File: config.mk
export PLATFORM = sky130hd
export DESIGN_NAME = fft_frame_streamer
export DESIGN_NICKNAME = d
export VERILOG_FILES = /design/src/rtl/fft_frame_streamer.sv
export SDC_FILE = /design/constraint.sdc
export NUM_CORES = 2
export LEC_CHECK = 0
export ABC_AREA = 0
export BUFFER_PORTS_ARGS = -buffer_cell sky130_fd_sc_hd__buf_4
export CORE_UTILIZATION = 40
export DETAILED_ROUTE_END_ITERATION = 16
export SKIP_LAST_GASP = 1
export SLEW_MARGIN = 0
export SYNTH_ARGS = -nofsm -noshare
export SYNTH_HDL_FRONTEND = slang
export SYNTH_SLANG_ARGS = --single-unit
File: constraint.sdc
create_clock -name clock -period 55 [get_ports clock]
set_clock_uncertainty 0.2 [all_clocks]
set_input_delay 5.5 -clock clock [delete_from_list [all_inputs] [get_ports clock]]
set_output_delay 5.5 -clock clock [all_outputs]
set_load 0.02 [all_outputs]
File: src/rtl/fft_frame_streamer.sv
// fft_frame_streamer: follows frames through the FFT pipeline latency,
// captures the 16 complex result words into a two-slot frame buffer and
// streams them out one bin per beat over valid/ready.
// Optional build macro: FFT_STREAM_SHIFT_EN (fftshift output order).
module fft_frame_streamer #(
  parameter int LATENCY = 4,
  parameter int DW      = 17,
  parameter int CNT_W   = 8
) (
  input  logic               clock,
  input  logic               reset,
  input  logic               in_valid,
  input  logic [16*DW-1:0]   fft_x,
  input  logic [16*DW-1:0]   fft_y,
  output logic               m_valid,
  input  logic               m_ready,
  output logic [DW-1:0]      m_x,
  output logic [DW-1:0]      m_y,
  output logic [3:0]         m_bin,
  output logic               m_last,
  output logic               busy,
  output logic               overflow,
  output logic [CNT_W-1:0]   drop_count
);

  // Beat index to bin index mapping.
  function automatic logic [3:0] order(input logic [3:0] b);
`ifdef FFT_STREAM_SHIFT_EN
    return b + 4'd8;
`else
    return b;
`endif
  endfunction

  logic [LATENCY-1:0] delay_line;
  logic [LATENCY-1:0] delay_next;
  logic [DW-1:0]      slot_x [2][16];
  logic [DW-1:0]      slot_y [2][16];
  logic               wr_ptr;
  logic               rd_ptr;
  logic [1:0]         count;
  logic [3:0]         beat;

  logic               xfer;
  logic               frame_done;
  logic               capture;
  logic               accept;
  logic               drop;
  logic [1:0]         count_next;
  logic               rd_next;
  logic [3:0]         beat_next;
  logic [3:0]         idx_next;
  logic [DW-1:0]      x_next;
  logic [DW-1:0]      y_next;

  generate
    if (LATENCY == 1) begin : g_lat1
      assign delay_next = in_valid;
    end else begin : g_latn
      assign delay_next = {delay_line[LATENCY-2:0], in_valid};
    end
  endgenerate

  // Next-state decode: handshake, capture acceptance, pointers and next beat word.
  always_comb begin
    xfer       = m_valid & m_ready;
    frame_done = xfer && (beat == 4'd15);
    capture    = delay_line[LATENCY-1];
    // A full buffer still accepts a frame when the final beat leaves this cycle.
    accept     = capture && ((count < 2'd2) || ((count == 2'd2) && frame_done));
    drop       = capture && !accept;
    case ({accept, frame_done})
      2'b10:   count_next = count + 2'd1;
      2'b01:   count_next = count - 2'd1;
      default: count_next = count;
    endcase
    rd_next   = frame_done ? ~rd_ptr : rd_ptr;
    beat_next = xfer ? (beat + 4'd1) : beat;
    idx_next  = order(beat_next);
    // The slot being written this cycle is not yet in the array, so bypass it.
    if (accept && (wr_ptr == rd_next)) begin
      x_next = fft_x[int'(idx_next)*DW +: DW];
      y_next = fft_y[int'(idx_next)*DW +: DW];
    end else begin
      x_next = slot_x[rd_next][idx_next];
      y_next = slot_y[rd_next][idx_next];
    end
  end

  // Frame buffer storage: write all 32 words of an accepted frame.
  always_ff @(posedge clock or posedge reset) begin
    if (reset) begin
      for (int s = 0; s < 2; s++) begin
        for (int k = 0; k < 16; k++) begin
          slot_x[s][k] <= {DW{1'b0}};
          slot_y[s][k] <= {DW{1'b0}};
        end
      end
    end else if (accept) begin
      for (int k = 0; k < 16; k++) begin
        slot_x[wr_ptr][k] <= fft_x[k*DW +: DW];
        slot_y[wr_ptr][k] <= fft_y[k*DW +: DW];
      end
    end
  end

  // Control state, drop accounting and registered stream outputs.
  always_ff @(posedge clock or posedge reset) begin
    if (reset) begin
      delay_line <= {LATENCY{1'b0}};
      wr_ptr     <= 1'b0;
      rd_ptr     <= 1'b0;
      count      <= 2'd0;
      beat       <= 4'd0;
      m_valid    <= 1'b0;
      m_x        <= {DW{1'b0}};
      m_y        <= {DW{1'b0}};
      m_bin      <= 4'd0;
      m_last     <= 1'b0;
      busy       <= 1'b0;
      overflow   <= 1'b0;
      drop_count <= {CNT_W{1'b0}};
    end else begin
      delay_line <= delay_next;
      count      <= count_next;
      rd_ptr     <= rd_next;
      beat       <= beat_next;
      if (accept) begin
        wr_ptr <= ~wr_ptr;
      end
      if (drop) begin
        overflow <= 1'b1;
        if (drop_count != {CNT_W{1'b1}}) begin
          drop_count <= drop_count + {{(CNT_W-1){1'b0}}, 1'b1};
        end
      end
      m_valid <= (count_next != 2'd0);
      busy    <= (|delay_next) || (count_next != 2'd0);
      if (count_next != 2'd0) begin
        m_x    <= x_next;
        m_y    <= y_next;
        m_bin  <= idx_next;
        m_last <= (beat_next == 4'd15);
      end else begin
        m_x    <= {DW{1'b0}};
        m_y    <= {DW{1'b0}};
        m_bin  <= 4'd0;
        m_last <= 1'b0;
      end
    end
  end

endmodule

==> run metrics <==
status finished clean; period utilisation layout 20.19%; Max Clk Rate around 0.090 GHz; reg2reg setup slack 47.89 ns; io pins between 500 and 600; Worst-path clk slew 0.06 ns; # clock sinks around 1200; # nets final about 5300; Gate Count Post-Synth 4292; CTS resizes 0; Worst EP arrival 11.54 ns; WL final around 210000 µm; worst-skew pair later-pin latency 0.78 ns; TritonCTS Buffers 135; Final HPWL DP 136000 µm; Routed Antenna Nets 0; CP max stage delay 0.86 ns; synthesis-to-layout area growth 18.71%; pin count of the biggest net entering global routing 169; WP buf/inv 5; Slew @ Worst Pin between 1 and 1.5 ns; Peak VDD IR between 0.06 and 0.07 mV; die height 380.6 µm; element type at the critical path start primary input; setup TNS 0 ns; Placeable Area 0.1419 mm²; via count 41070; DRT iter0 DRCs approximately 3500; First-pass DRT Iterations 5; GP Congestion 0.8634; leak pwr 0.02915 µW; die area roughly 0.14 mm²; first-pass GRT wire length just over 300000 µm; CTS Hold Buffers Added 0; Post-Syn Area 0.05735 mm²; initial antenna violation count slightly below 70; average cell area after synthesis 13.36 µm²; Crit path required time 55.44 ns; DRC Markers 0; Max Root-Sink Buffers 3; CP top delay family buffers and inverters; Seq/Total Area, Yosys 50.18%; register bit total from synthesis approximately 1200; ys flop type dfrtp_1; Max transition margin 12.58%; Congestion Overflow GR 0; EDFF count, synth 0; final hold vios 0; crit path time final 11.10 ns; DIE WIDTH roughly 380 µm; Crit path top cell by count buf_4; CP Class in2reg; Critical-path top delay cell buf_4; Post-CTS Setup Bufs 0; All-Layer GR Usage between 20% and 30%; Synthesized Nets approximately 4800; unrepaired setup endpoints after global routing no; WL/cell 30.98 µm; row cnt 138; Yosys warning total 0; Cell variety after synth 63; # setup viols final 0; Via density 6.083; total power 4625 µW; # H-tree levels 4; PD cells a little under 70 mW/mm²; MaxCap Viol Count 0; ys async rst share 100.0%; PortBufs between 500 and 600; share of layout cells above drive strength 1 47.20%; worst-path cell chain buf_4 > and3_1 > nand2_1 > o21ai_0 > nand2_1 > nor2_4 > buf_4 > buf_12 > buf_12 > buf_4 > mux2_2; Root Buffer clkbuf_16; max-slew violations 0; CP Max Fanout between 150 and 200; CTS tree yes; Starting Density 40.41%; Worst Setup End Kind flop; Hold Path Class reg2reg; vias in the first global route 42500
==> area by class of cell <==
| type | count | area (µm²) |
|---|---|---|
| antenna | 38 | 95.09 |
| clock buffer | 204 | 4091 |
| clock inverter | 39 | 556.8 |
| fill | 12740 | 73860 |
| inverter | 9 | 61.31 |
| multi-input combinational | 2736 | 26880 |
| sequential | 1150 | 28780 |
| tap | 1890 | 2365 |
| timing repair buffer | 686 | 5250 |
==> registers in the layout, indices dropped and copies added (netlist names) <==
| register | count |
|---|---|
| drop_count | 8 |
| count | 2 |
| wr_ptr | 1 |
| m_valid | 1 |
| rd_ptr | 1 |
| overflow | 1 |
| busy | 1 |
| delay_line | 4 |
| m_x | 17 |
| beat | 4 |
| slot_y | 544 |
| m_last | 1 |
| m_y | 17 |
| slot_x | 544 |
| m_bin | 4 |
==> metal layers <==
metal | GRT usage [%] | vias to the layer above | wire [µm]
met5 | 0 | - | 402
met4 | 16.41 | 56 | 11750
met3 | 6.982 | 404 | 14490
met2 | 45.16 | 1427 | 99240
met1 | 35.95 | 21880 | 83310
li1 | - | 17310 | -
==> synthesized netlist by cell type (all sizes together), types with 26 or more instances <==
library cell | instances | area [µm²]
mux2 | 1092 | 12300
a31oi | 28 | 175.2
o31a | 26 | 227.7
nand4 | 43 | 269.0
buf | 214 | 1210
a221oi | 86 | 759.5
nand2 | 312 | 1171
o22ai | 40 | 250.2
clkbuf | 183 | 686.9
mux4 | 198 | 4459
o21ai | 80 | 400.4
nand3 | 28 | 145.1
and3 | 192 | 1201
a2111oi | 88 | 770.7
a21oi | 36 | 180.2
mux2i | 163 | 1632
a211oi | 34 | 255.2
dfrtp | 1150 | 28780
==> worst register-to-register path: cells and delay by family, from the launching register on <==
family	cells	cell delay [ns]
buffers and inverters	4	3.50
muxes	1	0.46
DFF	1	0.57
AOI/OAI and AO/OA	1	0.45
adders and majority gates	1	0.30
and+or+nand+nor	4	1.51
==> report_power, final <==
group	total, µW	switching [µW]	internal, µW	leakage [µW]
clock	935	380	555	0.00229
combinational	2190	1180	1000	0.0132
sequential	1500	222	1280	0.0136
==> layout by cell type (no fill, tap or decap), types with 11 or more instances in the layout <==
master	count
a32o_1	18
nand4_1	43
diode_2	38
a21oi_1	35
a221oi_1	85
a211oi_1	34
clkbuf_8	39
nand3_1	26
xnor2_1	12
o22ai_1	40
o221ai_1	22
nand2b_1	25
o2bb2ai_1	18
mux2_2	1092
clkinv_2	16
o31a_1	24
clkbuf_1	27
mux4_2	198
o211a_1	18
o32ai_1	18
o221a_2	21
o21ai_0	75
dfrtp_1	1149
o311ai_2	11
and3_1	192
mux2i_1	162
a31o_2	20
a2111oi_0	88
a31oi_1	27
nand2_1	312
clkbuf_16	138
buf_4	678
nor3_1	11
==> per-stage QoR <==
stage	instance area (µm²)	utilization [%]	hold WS [ns]	setup slack (ns)	instances
2_1_floorplan	57350	-	0.1540	16.91	4292
3_3_place_gp	63330	44.62	0.1644	43.29	6471
3_5_place_dp	63330	44.62	0.1637	43.39	6471
4_1_cts	67980	47.90	0.1876	44.16	6714
5_1_grt	68050	47.95	0.2004	43.78	6743
6_report	68080	47.96	0.1813	43.90	6752
==> worst paths after layout <==
| check | start | to | depth (start not counted) |
|---|---|---|---|
| worst max-delay path | m_ready | slot_y[382]$_DFFE_PP0P_ | 11 |
| worst min-delay path | delay_line[1]$_DFF_PP0_ | delay_line[2]$_DFF_PP0_ | 0 |
| worst max register to register | beat[0]$_DFF_PP0_ | slot_y[382]$_DFFE_PP0P_ | 11 |
| worst min register to register | delay_line[1]$_DFF_PP0_ | delay_line[2]$_DFF_PP0_ | 0 |
| max in group asynchronous | reset | slot_x[324]$_DFFE_PP0P_ | 5 |
| min in group asynchronous | reset | slot_y[86]$_DFFE_PP0P_ | 2 |
==> cell families (layout without fill, tap and decap cells) <==
| logic type | after synthesis | after routing | synth area share [%] |
|---|---|---|---|
| adders and majority gates | 3 | 3 | 0.06546 |
| buffers and inverters | 406 | 938 | 3.366 |
| and+or+nand+nor | 641 | 641 | 5.537 |
| xor gates and xnor gates | 16 | 16 | 0.2575 |
| DFF | 1150 | 1150 | 50.18 |
| muxes | 1453 | 1453 | 32.06 |
| other | 0 | 38 | 0 |
| AOI/OAI and AO/OA | 623 | 623 | 8.529 |
Power figures use the tool's default switching activity.
